`src/rtl/code_check_seq.sv`:
```
// code_check_seq: keypad code checker with entry timeout and an optional failure lockout.
// Build option: define CODE_CHECK_LOCKOUT_EN to include the fail counter and LOCKOUT state.
`timescale 1ns/1ps
module code_check_seq #(
    parameter int unsigned DIGIT_W        = 2,
    parameter int unsigned CODE_LEN       = 4,
    parameter int unsigned TIMEOUT_CYCLES = 50_000_000,
    parameter int unsigned MAX_TRIES      = 3,
    parameter int unsigned LOCK_CYCLES    = 500_000_000
) (
    input  logic                             CLK,
    input  logic                             RST,
    input  logic                             KB_RECV,
    input  logic [DIGIT_W-1:0]               KB_IN,
    input  logic [DIGIT_W*CODE_LEN-1:0]      VALID_KEY,
    output logic [1:0]                       KEY_STATUS,
    output logic                             RESULT_STB,
    output logic                             LOCKED,
    output logic [$clog2(CODE_LEN+1)-1:0]    DIGIT_CNT
);
    localparam int unsigned KEY_W = DIGIT_W * CODE_LEN;
    localparam int unsigned CNT_W = $clog2(CODE_LEN + 1);
    localparam int unsigned TMO_W = $clog2(TIMEOUT_CYCLES + 1);

    localparam logic [1:0] ST_OK   = 2'd0;
    localparam logic [1:0] ST_BUSY = 2'd1;
    localparam logic [1:0] ST_ERR  = 2'd2;
    localparam logic [1:0] ST_NONE = 2'd3;

`ifdef CODE_CHECK_LOCKOUT_EN
    localparam int unsigned FAIL_W = $clog2(MAX_TRIES + 1);
    localparam int unsigned LOCK_W = $clog2(LOCK_CYCLES + 1);
    typedef enum logic [1:0] {S_IDLE = 2'd0, S_ENTRY = 2'd1, S_CHECK = 2'd2, S_LOCKOUT = 2'd3} state_t;
`else
    typedef enum logic [1:0] {S_IDLE = 2'd0, S_ENTRY = 2'd1, S_CHECK = 2'd2} state_t;
`endif

    state_t             r_state, w_state_nxt;
    logic               r_recv_s1, r_recv_s2, r_recv_s3;
    logic [DIGIT_W-1:0] r_in_s1, r_in_s2;
    logic               w_kb_rise;
    logic [KEY_W-1:0]   r_buf, w_buf_nxt, w_buf_shift;
    logic [CNT_W-1:0]   r_cnt, w_cnt_nxt;
    logic [TMO_W-1:0]   r_tmo, w_tmo_nxt;
    logic [1:0]         r_status, w_status_nxt;
    logic               r_stb, w_stb_nxt;
    logic               w_match, w_tmo_hit, w_last_digit;

`ifdef CODE_CHECK_LOCKOUT_EN
    logic [FAIL_W-1:0]  r_fail, w_fail_nxt;
    logic [LOCK_W-1:0]  r_lock, w_lock_nxt;
    logic               r_locked, w_locked_nxt;
    logic               w_fail_hit, w_lock_hit;

    assign w_fail_hit = (r_fail >= FAIL_W'(MAX_TRIES - 1));
    assign w_lock_hit = (r_lock >= LOCK_W'(LOCK_CYCLES - 1));
    assign LOCKED     = r_locked;
`else
    logic w_unused_cfg;
    assign w_unused_cfg = ^{32'(MAX_TRIES), 32'(LOCK_CYCLES)};
    assign LOCKED       = 1'b0;
`endif

    // Keypad strobe/data synchroniser and rising-edge detect
    always_ff @(posedge CLK) begin
        if (RST) begin
            r_recv_s1 <= 1'b0;
            r_recv_s2 <= 1'b0;
            r_recv_s3 <= 1'b0;
            r_in_s1   <= '0;
            r_in_s2   <= '0;
        end else begin
            r_recv_s1 <= KB_RECV;
            r_recv_s2 <= r_recv_s1;
            r_recv_s3 <= r_recv_s2;
            r_in_s1   <= KB_IN;
            r_in_s2   <= r_in_s1;
        end
    end

    assign w_kb_rise    = r_recv_s2 & ~r_recv_s3;
    // New digits enter at the top so that after CODE_LEN digits the first one sits in the LSBs
    assign w_buf_shift  = {r_in_s2, r_buf[KEY_W-1:DIGIT_W]};
    assign w_match      = (r_buf == VALID_KEY);
    assign w_tmo_hit    = (r_tmo >= TMO_W'(TIMEOUT_CYCLES - 1));
    assign w_last_digit = (r_cnt == CNT_W'(CODE_LEN - 1));

    // State and datapath registers
    always_ff @(posedge CLK) begin
        if (RST) begin
            r_state  <= S_IDLE;
            r_buf    <= '0;
            r_cnt    <= '0;
            r_tmo    <= '0;
            r_status <= ST_NONE;
            r_stb    <= 1'b0;
`ifdef CODE_CHECK_LOCKOUT_EN
            r_fail   <= '0;
            r_lock   <= '0;
            r_locked <= 1'b0;
`endif
        end else begin
            r_state  <= w_state_nxt;
            r_buf    <= w_buf_nxt;
            r_cnt    <= w_cnt_nxt;
            r_tmo    <= w_tmo_nxt;
            r_status <= w_status_nxt;
            r_stb    <= w_stb_nxt;
`ifdef CODE_CHECK_LOCKOUT_EN
            r_fail   <= w_fail_nxt;
            r_lock   <= w_lock_nxt;
            r_locked <= w_locked_nxt;
`endif
        end
    end

    // Next-state logic
    always_comb begin
        w_state_nxt = r_state;
        case (r_state)
            S_IDLE:  if (w_kb_rise) w_state_nxt = S_ENTRY;
            S_ENTRY: begin
                if (w_kb_rise && w_last_digit) w_state_nxt = S_CHECK;
                else if (!w_kb_rise && w_tmo_hit) w_state_nxt = S_IDLE;
            end
            S_CHECK: begin
`ifdef CODE_CHECK_LOCKOUT_EN
                w_state_nxt = (!w_match && w_fail_hit) ? S_LOCKOUT : S_IDLE;
`else
                w_state_nxt = S_IDLE;
`endif
            end
`ifdef CODE_CHECK_LOCKOUT_EN
            S_LOCKOUT: if (w_lock_hit) w_state_nxt = S_IDLE;
`endif
            default: w_state_nxt = S_IDLE;
        endcase
    end

    // Output and datapath next values
    always_comb begin
        w_buf_nxt    = r_buf;
        w_cnt_nxt    = r_cnt;
        w_tmo_nxt    = r_tmo;
        w_status_nxt = r_status;
        w_stb_nxt    = 1'b0;
`ifdef CODE_CHECK_LOCKOUT_EN
        w_fail_nxt   = r_fail;
        w_lock_nxt   = r_lock;
        w_locked_nxt = r_locked;
`endif
        case (r_state)
            S_IDLE: begin
                if (w_kb_rise) begin
                    w_buf_nxt    = w_buf_shift;
                    w_cnt_nxt    = CNT_W'(1);
                    w_tmo_nxt    = '0;
                    w_status_nxt = ST_BUSY;
                end
            end
            S_ENTRY: begin
                if (w_kb_rise) begin
                    w_buf_nxt = w_buf_shift;
                    w_cnt_nxt = r_cnt + CNT_W'(1);
                    w_tmo_nxt = '0;
                end else if (w_tmo_hit) begin
                    w_cnt_nxt    = '0;
                    w_tmo_nxt    = '0;
                    w_status_nxt = ST_NONE;
                end else begin
                    w_tmo_nxt = r_tmo + TMO_W'(1);
                end
            end
            S_CHECK: begin
                w_cnt_nxt = '0;
                w_stb_nxt = 1'b1;
                if (w_match) begin
                    w_status_nxt = ST_OK;
`ifdef CODE_CHECK_LOCKOUT_EN
                    w_fail_nxt   = '0;
`endif
                end else begin
                    w_status_nxt = ST_ERR;
`ifdef CODE_CHECK_LOCKOUT_EN
                    if (w_fail_hit) begin
                        w_fail_nxt   = FAIL_W'(MAX_TRIES);
                        w_lock_nxt   = '0;
                        w_locked_nxt = 1'b1;
                    end else begin
                        w_fail_nxt = r_fail + FAIL_W'(1);
                    end
`endif
                end
            end
`ifdef CODE_CHECK_LOCKOUT_EN
            S_LOCKOUT: begin
                if (w_lock_hit) begin
                    w_lock_nxt   = '0;
                    w_locked_nxt = 1'b0;
                    w_fail_nxt   = '0;
                    w_status_nxt = ST_NONE;
                end else begin
                    w_lock_nxt = r_lock + LOCK_W'(1);
                end
            end
`endif
            default: ;
        endcase
    end

    assign KEY_STATUS = r_status;
    assign RESULT_STB = r_stb;
    assign DIGIT_CNT  = r_cnt;

endmodule

```
`config.mk`:
```
export PLATFORM = sky130hd
export DESIGN_NAME = code_check_seq
export DESIGN_NICKNAME = d
export VERILOG_FILES = /design/src/rtl/code_check_seq.sv
export SDC_FILE = /design/constraint.sdc
export NUM_CORES = 1
export LEC_CHECK = 0
export ABC_CLOCK_PERIOD_IN_PS = 4800
export BUFFER_PORTS_ARGS = -buffer_cell sky130_fd_sc_hd__buf_4
export CAP_MARGIN = 20
export CORE_MARGIN = 2
export CORE_UTILIZATION = 30
export CTS_BUF_LIST = sky130_fd_sc_hd__clkbuf_8
export DETAILED_ROUTE_END_ITERATION = 7
export HOLD_SLACK_MARGIN = 0.02
export SLEW_MARGIN = 30
export SYNTH_ARGS = -nofsm -noshare
export SYNTH_HDL_FRONTEND = slang
export SYNTH_SLANG_ARGS = --single-unit
```
`constraint.sdc`:
```
create_clock -name CLK -period 4.8 [get_ports CLK]
set_input_delay 0.48 -clock CLK [delete_from_list [all_inputs] [get_ports CLK]]
set_output_delay 0.48 -clock CLK [all_outputs]
set_load 0.02 [all_outputs]
```
# Yosys cells after proc, flatten, opt, wreduce, memory -nomap -nowiden
# Cells that the tools add are included.
# totals
regBits	49
latchBits	0
ramBits	0
romBits	0
in_bits	13
output_inout_bits	7
elab_cells	54
n_memories	0
# op_classes
n_addsub	2
multipliers	0
div_mod_pow	0
order_cmp	1
n_eq_ne	9
n_shift	0
muxes	17
bitwise	2
reduce_logical	12
# ops
op	n
2-to-1 mux 26 bit	3
one-hot mux 26 bit (2 select lines)	1
adder 26 x 1 -> 26 bit (second input constant)	1
greater-or-equal comparator 26 bit (second input constant)	1
2-to-1 mux 2 bit	6
2-to-1 mux 3 bit	3
one-hot mux 3 bit (3 select lines)	1
equality test 8 bit	1
inequality test 2 bit (second input constant)	3
inequality test 3 bit (second input constant)	2
one-hot mux 2 bit (3 select lines)	1
AND reduction 2 bit	3
one-hot mux 2 bit (2 select lines)	1
AND reduction 4 bit	1
adder 3 x 1 -> 3 bit (second input constant)	1
equality test 3 x 2 -> 1 bit (second input constant)	1
AND reduction 3 bit	1
nonzero test 3 bit	1
equality test 2 x 1 -> 1 bit (second input constant)	1
equality test 2 bit (second input constant)	1
logical AND 1 bit	2
logical NOT 2 bit	1
nonzero test 2 bit	1
OR reduction 2 bit	1
4 further kinds	4

# Depth between registers and ports, before layout
# Gate-level depths: netlist (run 1).
# logic_depth
ltp_word	7
mapped_depth	10
mapped_depth_nobuf	8

# Worst setup path after synthesis (run 1)
# OpenSTA, ideal clock, no wires.
# synth_timing
kind	register to register
from	register r_state[0]
to	register r_tmo[22]
setup_ns	0.115
t_arrival_ns	2.038
required_ns	4.685
path_slack_ns	2.647
path_stages_with_launch	11
n_path_buf	2
period_less_slack_ns	2.153
cell_sequence	dfxtp_1 -> inv_1 -> ha_1 -> buf_6 -> nand2b_4 -> and2_4 -> buf_6 -> or4_4 -> nor2_2 -> xnor2_1 -> nor2_2
# synth_between
elab_chain_len	3
elab_cells_between_ends	6
classes_between	2 x eq/ne; 1 x mux; 3 x reduce/logical
# synth_rtl
element	line	text
from (decl)	38	state_t r_state, w_state_nxt;
from (signal assigned)	103	r_state <= w_state_nxt;
equality test 2 x 1 -> 1 bit / logical NOT 2 bit (equally long branches)	152	case (r_state)
nonzero test 2 bit (no source line) / inequality test 2 bit (equally long branches)	n/a	
AND reduction 2 bit (no source line)	n/a	
to (signal assigned)	106	r_tmo <= w_tmo_nxt;
to (decl)	44	logic [TMO_W-1:0] r_tmo, w_tmo_nxt;
# Several ways; a longest one is shown, not always the timed one.
# A chain may end at the register's enable or synchronous reset.

# Worst setup path after layout (run 1)
# Ends and elaborated chain as after synthesis.

==> results.yml, run 1 <==
yosys:
  synth_top_area_frac: 0.402
  syn-num-nets: 308
  ys_top_cells_by_area: "dfxtp_1 (40%), xnor2_1 (7.5%), nand2_1 (5.8%), nor2_1 (5.8%), ha_1 (4.1%)"
  ys_types: 49
  async_reset_ff_frac: 0
  synth_warnings: 0
  syn_avg_cell_area_um2: 8.51
  syn_area_mm2: 0.00244
  synth_edf_count: 0
  postSynthCellCount: 287
  seq_area_frac_synth: 0.402
  synth.largest_area_cell: "dfxtp_1"
  synthFlopType: "dfxtp_1"
  ys_ff_latch: 49
worst_setup_path:
  slowest_stage: "or4_4"
  path_cells: "inv_1 > ha_1 > nand2b_4 > and2_4 > or4_4 > nor2_2 > xnor2_1 > nor2_2"
  crit_type: "flip-flop to flip-flop"
  worstPathArrival_ns: 2.46
  worstPathRequired_ns: 4.99
  crit_path_max_fanout: 10
  crit_path_start_kind: "flip-flop"
  slowest_delay_ns: 0.60
  cp_common_cell: "nor2_2"
  crit_path_end_kind: "flip-flop"
clocking:
  cts-root-buf: "clkbuf_8"
  ctsResizeCount: 0
  h-tree-depth: 2
  cts.sinks: 49
  path_clk_slew_ns: 0.11
  numCtsBuffers: 5
  tritoncts: "done"
  cts_setup_buffers: 0
  cts_max_path_buffers: 2
  postCtsHoldBufs: 0
  clock_latency_ns: 0.32
routing:
  drc: 0
  vias: 1920
  postRouteAntennaNets: 0
  wirelength_um: 4780
  wl_per_cell_um: 11.8
  drtIter0Drc: 80
  firstDrtPassIters: 4
  routed_via_density: 4.74
timing:
  drv_slew: 0
  timing.final.crit_period_ns: 2.27
  rsz0062_at_grt: "false"
  relSlewSlack: 0.581
  fin_hold_ws_ns: 0.368
  setup_viol: 0
  period_share: 0.473
  fin_setup_tns_ns: 0
  fmax_ghz: 0.441
  layout_setup_ws_ns: 2.53
  worstMarginPinSlew_ns: 0.626
  clock-skew-final_ns: 0.0170
  hold_viol: 0
global_route:
  grt_use_total: 0.119
  grt_antenna_before_repair: 0
  grt_pass1_vias: 1851
  grt-ovfl-total: 0
  grt_pass1_wl_um: 8530
  grt_max_degree: 27
die:
  die_w_um: 94.2
  fp-row-count: 32
  initial_core_util: 0.313
  die_h_um: 94.2
  core_mm2: 0.00781
  ios: 20
  die-area_mm2: 0.00887
run_status:
  status: "finished, final reports clean"
placed_design:
  dp_hpwl_um: 3370
  place_congestion: 0.830
  port-buffer-count: 18
  pre_cts_ws_ns: 2.57
power_and_ir_drop:
  irDropWorstVdd_mv: 0.125
  p_leak_nw: 0.903
  p_per_area_mw_per_mm2: 274
min_path:
  hold_path_class: "input pin to flip-flop"
finish:
  syn2layout_area_growth_pct: 11.7
  drive_gt1_frac: 0.135
  finalNetCount: 323
  diodes: 0
flow_run:
  cap_violations: 0
kinds of logic after synthesis:
kind of cell               synth area share
AOI/OAI and AO/OA                     0.103
adders and majority gates            0.0410
xor gates and xnor gates              0.111
other                               0.00154
buffers and inverters                0.0384
DFF                                   0.402
and+or+nand+nor                       0.303
stage by stage:
step | std cells | util | total power [W] | instance area, µm²
finish | 405 | 0.349 | 0.000746 | 2730
global route | 405 | 0.349 | 0.000772 | 2730
CTS | 405 | 0.349 | 0.000754 | 2730
detailed placement | 397 | 0.337 | 0.000495 | 2630
global placement | 397 | 0.337 | 0.000494 | 2630
floorplan | 287 | - | 0.000475 | 2440
Yosys cell counts, types with 2 or more instances:
cell and instances:
nor3_1 5, nor2_2 5, inv_1 6, dfxtp_1 49
and3_1 5, buf_2 3, nand2_1 38, nor2_1 38
nand2b_1 3, buf_6 2, xnor2_1 21, o211ai_1 2
nor2b_1 13, nand3_1 13, o21ai_0 5, xor2_1 10
nand4_1 8, ha_1 8, nand3_2 2, buf_4 4
a21oi_1 19
registers in the layout, indices dropped and copies added, names as in the netlist, 2 cells and up:
| signal | flops |
|---|---|
| r_in_s2 | 2 |
| r_state | 2 |
| KEY_STATUS | 2 |
| DIGIT_CNT | 3 |
| r_tmo | 26 |
| r_buf | 8 |
| r_in_s1 | 2 |
routing by layer:
layer / part of all wire / track usage
met5: 0 / 0
met4: 0.0069 / 0.0338
met3: 0.051 / 0.0305
met2: 0.44 / 0.192
met1: 0.50 / 0.156
worst max-delay path, delay by kind of cell, from the launching register on:
kind | cells | cell delay (ns)
XOR/XNOR | 1 | 0.14
adder cells (fa/ha/maj) | 1 | 0.31
AND/OR/NAND/NOR | 5 | 1.17
buffers and inverters | 1 | 0.10
flip-flops | 1 | 0.42
layout by cell type (no fill, tap or decap), types with 2 or more instances in the layout:
cell type   count
xor2_1         10
clkbuf_8        5
nor2_2          5
o21ai_0         5
nand3_1        13
xnor2_1        21
nor2_1         38
nand4_1         8
nand2_1        38
ha_1            8
a21oi_1        19
nand2b_1        3
dfxtp_1        49
clkinvlp_4      2
and3_1          5
nand3_2         2
o211ai_1        2
buf_4          18
inv_1           6
nor3_1          5
nor2b_1        13
where the power goes:
group / internal (W) / leakage [nW] / switching, W
Sequential: 0.000413 / 0.397 / 0.00000635
Clock: 0.000106 / 0.0423 / 0.000155
Combinational: 0.0000282 / 0.464 / 0.0000371
Total: 0.000548 / 0.903 / 0.000199
final timing paths:
| path | start | end | slack, ns | cells past startpoint |
|---|---|---|---|---|
| max | r_state[0]$_SDFFE_PP0P_ | r_tmo[22]$_SDFFE_PP0P_ | 2.53 | 8 |
| min reg2reg | r_in_s1[0]$_SDFF_PP0_ | r_in_s2[0]$_SDFF_PP0_ | 0.43 | 1 |
| max reg2reg | r_state[0]$_SDFFE_PP0P_ | r_tmo[22]$_SDFFE_PP0P_ | 2.53 | 8 |
| min | KB_IN[1] | r_in_s1[1]$_SDFF_PP0_ | 0.37 | 2 |
layout make-up:
class | instances | area (µm²)
multi-input combinational | 222 | 1370
fill | 849 | 5080
clock buffer | 5 | 68.8
clock inverter | 3 | 26.3
timing repair buffer | 18 | 135
tap | 102 | 128
sequential | 49 | 981
inverter | 6 | 22.5
Power figures use the tool's default switching activity.
==> inputs of run 2 (changes only) <==
- ABC_CLOCK_PERIOD_IN_PS: 4800 -> 2300
- clock period: 4.8 -> 2.3 ns (I/O delays scaled with it)
==> results.yml, run 2 (same netlist as run 1, synthesis figures left out) <==
global_route:
  grt_use_total: 0.116
  grt_max_degree: 27
  grt_antenna_before_repair: 0
  grt_pass1_wl_um: 8250
  grt_pass1_vias: 1839
  grt-ovfl-total: 0
worst_setup_path:
  path_cells: "inv_1 > ha_1 > nand2b_4 > and2_4 > or4_4 > nor2_2 > xnor2_1 > nor2_2"
  worstPathArrival_ns: 2.34
  cpLargestDelayFamily: "simple AND/OR/NAND/NOR gates"
  crit_type: "flip-flop to flip-flop"
  slowest_stage: "or4_4"
  crit_path_end_kind: "flip-flop"
  slowest_delay_ns: 0.59
  crit_path_start_kind: "flip-flop"
  worstPathRequired_ns: 2.50
  crit_buf_inv: 1
  cp_common_cell: "nor2_2"
  crit_path_max_fanout: 10
timing:
  period_share: 0.930
  clock-skew-final_ns: 0.0126
  worstMarginPinSlew_ns: 0.611
  hold_viol: 0
  rsz0062_at_grt: "false"
  layout_setup_ws_ns: 0.160
  setup_viol: 0
  drv_slew: 0
  relSlewSlack: 0.590
  timing.final.crit_period_ns: 2.14
  fmax_ghz: 0.467
  fin_setup_tns_ns: 0
min_path:
  hold_path_class: "input pin to flip-flop"
clocking:
  tritoncts: "done"
  cts_setup_buffers: 0
  h-tree-depth: 2
  cts-root-buf: "clkbuf_8"
  numCtsBuffers: 5
  cts.sinks: 49
  clock_latency_ns: 0.31
  postCtsHoldBufs: 0
  ctsResizeCount: 0
  path_clk_slew_ns: 0.10
  cts_max_path_buffers: 2
die:
  die_h_um: 94.2
  initial_core_util: 0.313
  die-area_mm2: 0.00887
  die_w_um: 94.2
  fp-row-count: 32
  core_mm2: 0.00781
  ios: 20
power_and_ir_drop:
  irDropWorstVdd_mv: 0.271
  p_leak_nw: 0.937
  p_per_area_mw_per_mm2: 562
finish:
  stdcell_count: 409
  drive_gt1_frac: 0.147
  finalNetCount: 327
  layout_commonest_cell: "dfxtp_1"
  regMostFlops: "r_tmo"
  syn2layout_area_growth_pct: 13.5
  largest_reg_flops: 26
  final_cell_mix: "dfxtp_1 (49), nor2_1 (38), nand2_1 (38), xnor2_1 (21), buf_4 (21)"
  diodes: 0
  fillCellCount: 825
run_status:
  status: "finished, final reports clean"
routing:
  wl_per_cell_um: 11.6
  wirelength_um: 4750
  routed_via_density: 4.69
  postRouteAntennaNets: 0
  firstDrtPassIters: 6
  drc: 0
  drtIter0Drc: 80
  vias: 1920
flow_run:
  cap_violations: 0
placed_design:
  place_congestion: 0.832
  port-buffer-count: 18
  pre_cts_ws_ns: 0.193
  numPlacedInstances: 401
  dp_hpwl_um: 3470
run 2: power by group:
group | internal [W] | switching [W]
Clock | 0.000244 | 0.000295
Combinational | 0.0000647 | 0.0000777
Sequential | 0.000862 | 0.0000129
run 2: metrics by stage:
| step | utilization | total power [W] | hold WS, ns | cell area [µm²] |
|---|---|---|---|---|
| 2_1_floorplan | - | 0.000992 | 0.302 | 2440 |
| 3_3_place_gp | 0.343 | 0.00104 | 0.418 | 2680 |
| 3_5_place_dp | 0.343 | 0.00104 | 0.421 | 2680 |
| 4_1_cts | 0.355 | 0.00158 | 0.120 | 2770 |
| 5_1_grt | 0.355 | 0.00163 | 0.136 | 2770 |
| 6_report | 0.355 | 0.00156 | 0.125 | 2770 |
run 2: final cells by class:
| cell class | count | area [µm²] | share of cell area |
|---|---|---|---|
| Timing Repair Buffer | 22 | 178 | 0.0641 |
| Clock inverter | 2 | 13.8 | 0.00497 |
| Multi-Input combinational cell | 222 | 1370 | 0.493 |
| Inverter | 6 | 22.5 | 0.00813 |
| Sequential cell | 49 | 981 | 0.354 |
| Tap cell | 102 | 128 | 0.0460 |
| Clock buffer | 6 | 82.6 | 0.0298 |
run 2: layer usage:
layer | global-route usage | vias to the layer above | part of all wire
li1 | - | 1004 | -
met1 | 0.152 | 873 | 0.48
met2 | 0.192 | 38 | 0.46
met3 | 0.0265 | 5 | 0.046
met4 | 0.0326 | 0 | 0.0095
met5 | 0 | - | 0
run 2: final timing paths:
kind,end,start,cells past startpoint,slack [ns]
worst max-delay path,r_tmo[22]$_SDFFE_PP0P_,r_state[0]$_SDFFE_PP0P_,8,0.16
worst min-delay path,r_in_s1[1]$_SDFF_PP0_,KB_IN[1],2,0.13
worst max register to register,r_tmo[22]$_SDFFE_PP0P_,r_state[0]$_SDFFE_PP0P_,8,0.16
worst min register to register,r_recv_s2$_SDFF_PP0_,r_recv_s1$_SDFF_PP0_,1,0.44
run 2: worst register-to-register path, stage by stage (launching register included):
cell      delay [ns]
dfxtp_1         0.43
inv_1           0.12
ha_1            0.24
nand2b_4        0.15
and2_4          0.20
or4_4           0.59
nor2_2          0.14
xnor2_1         0.14
nor2_2          0.04
==> inputs of run 3 (changes only) <==
- CELL_PAD_IN_SITES_DETAIL_PLACEMENT: default -> 0
- CELL_PAD_IN_SITES_GLOBAL_PLACEMENT: default -> 2
- PLACE_DENSITY_LB_ADDON: default -> 0.1
==> results.yml, run 3 (same netlist as run 1, synthesis figures left out) <==
run_status:
  status: "finished, final reports clean"
worst_setup_path:
  r2r_cells: 8
  crit_buf_inv: 1
  r2r-end: "r_tmo[22]$_SDFFE_PP0P_"
  slowest_delay_ns: 0.59
  cp_common_cell: "nor2_2"
  cpLargestDelayFamily: "simple AND/OR/NAND/NOR gates"
  slowest_stage: "or4_4"
  crit_type: "flip-flop to flip-flop"
  crit_path_end_kind: "flip-flop"
  crit_path_start_kind: "flip-flop"
  worstPathRequired_ns: 2.51
  reg2reg_from: "r_state[0]$_SDFFE_PP0P_"
  worst-r2r-setup-slack_ns: 0.18
  path_cells: "inv_1 > ha_1 > nand2b_4 > and2_4 > or4_4 > nor2_2 > xnor2_1 > nor2_2"
  worstPathArrival_ns: 2.33
  crit_path_max_fanout: 10
  crit_path_start: "r_state[0]$_SDFFE_PP0P_"
finish:
  regMostFlops: "r_tmo"
  largest_reg_flops: 26
  syn2layout_area_growth_pct: 15.7
  fillCellCount: 852
  final_cell_mix: "dfxtp_1 (49), nor2_1 (38), nand2_1 (38), buf_4 (28), xnor2_1 (21)"
  diodes: 0
  finalNetCount: 334
  drive_gt1_frac: 0.166
  layout_commonest_cell: "dfxtp_1"
routing:
  wirelength_um: 5170
  drc: 0
  vias: 1935
  postRouteAntennaNets: 0
  wl_per_cell_um: 12.4
  firstDrtPassIters: 4
  routed_via_density: 4.65
  drtIter0Drc: 46
global_route:
  grt_max_degree: 27
  grt_use_total: 0.129
  grt_antenna_before_repair: 0
  grt_pass1_wl_um: 9000
  grt_pass1_vias: 1862
  grt-ovfl-total: 0
timing:
  clock-skew-final_ns: 0.00834
  fin_hold_ws_ns: 0.135
  hold_viol: 0
  rsz0062_at_grt: "false"
  fin_setup_tns_ns: 0
  timing.final.crit_period_ns: 2.12
  period_share: 0.923
  drv_slew: 0
  fmax_ghz: 0.471
  setup_viol: 0
clocking:
  postCtsHoldBufs: 0
  clock_latency_ns: 0.30
  cts_setup_buffers: 0
  numCtsBuffers: 5
  cts.sinks: 49
  path_clk_slew_ns: 0.10
  cts_max_path_buffers: 2
  cts-root-buf: "clkbuf_8"
  tritoncts: "done"
  ctsResizeCount: 0
  h-tree-depth: 2
placed_design:
  place_congestion: 0.829
  dp_hpwl_um: 3740
  port-buffer-count: 18
power_and_ir_drop:
  p_total_w: 0.00157
  irDropWorstVdd_mv: 0.254
  p_per_area_mw_per_mm2: 555
  p_leak_nw: 0.974
min_path:
  hold_depth: 2
  holdPathEnd: "r_recv_s1$_SDFF_PP0_"
  hold_start: "KB_RECV"
  hold_path_class: "input pin to flip-flop"
flow_run:
  cap_violations: 0
die:
  die-area_mm2: 0.00887
  die_w_um: 94.2
  initial_core_util: 0.313
  fp-row-count: 32
  die_h_um: 94.2
  ios: 20
  core_mm2: 0.00781
run 3: cell count changes in the layout (fill, tap and decap cells not counted):
| cell | change |
|---|---|
| buf_4 | +7 |
run 3: power breakdown:
part / total [W] / leakage [nW] / internal [W] / switching [W]
Clock: 0.000547 / 0.0512 / 0.000245 / 0.000303
Combinational: 0.000147 / 0.526 / 0.0000667 / 0.0000798
Sequential: 0.000875 / 0.397 / 0.000863 / 0.0000121
run 3: metal layers:
layer / global-route usage / vias to the layer above / part of all wire
met2: 0.208 / 22 / 0.46
met3: 0.0321 / 4 / 0.032
met1: 0.170 / 892 / 0.49
li1: - / 1017 / -
met4: 0.0399 / 0 / 0.010
met5: 0 / - / 0
run 3: metrics by stage:
step / utilization / instance area [µm²] / setup slack [ns] / instances
2_1_floorplan: - / 2440 / 0.147 / 287
3_3_place_gp: 0.349 / 2730 / 0.195 / 408
3_5_place_dp: 0.349 / 2730 / 0.176 / 408
4_1_cts: 0.362 / 2820 / 0.163 / 416
5_1_grt: 0.362 / 2820 / 0.000855 / 416
6_report: 0.362 / 2820 / 0.178 / 416
run 3: cell type report:
class / count / area [µm²] / area share
Sequential cell: 49 / 981 / 0.347
Timing Repair Buffer: 29 / 230 / 0.0815
Inverter: 6 / 22.5 / 0.00798
Clock buffer: 6 / 82.6 / 0.0292
Clock inverter: 2 / 13.8 / 0.00487
Multi-Input combinational cell: 222 / 1370 / 0.484
Tap cell: 102 / 128 / 0.0452
run 3: worst max-delay path by stage:
stage	to	slack (ns)	cells after the start
2_1_floorplan	r_tmo[22]$_SDFFE_PP0P_	0.15	10
3_3_place_gp	r_tmo[22]$_SDFFE_PP0P_	0.19	8
3_5_place_dp	r_tmo[22]$_SDFFE_PP0P_	0.18	8
4_1_cts	r_tmo[22]$_SDFFE_PP0P_	0.16	8
5_1_grt	r_tmo[25]$_SDFFE_PP0P_	0.0009	8
6_report	r_tmo[22]$_SDFFE_PP0P_	0.18	8
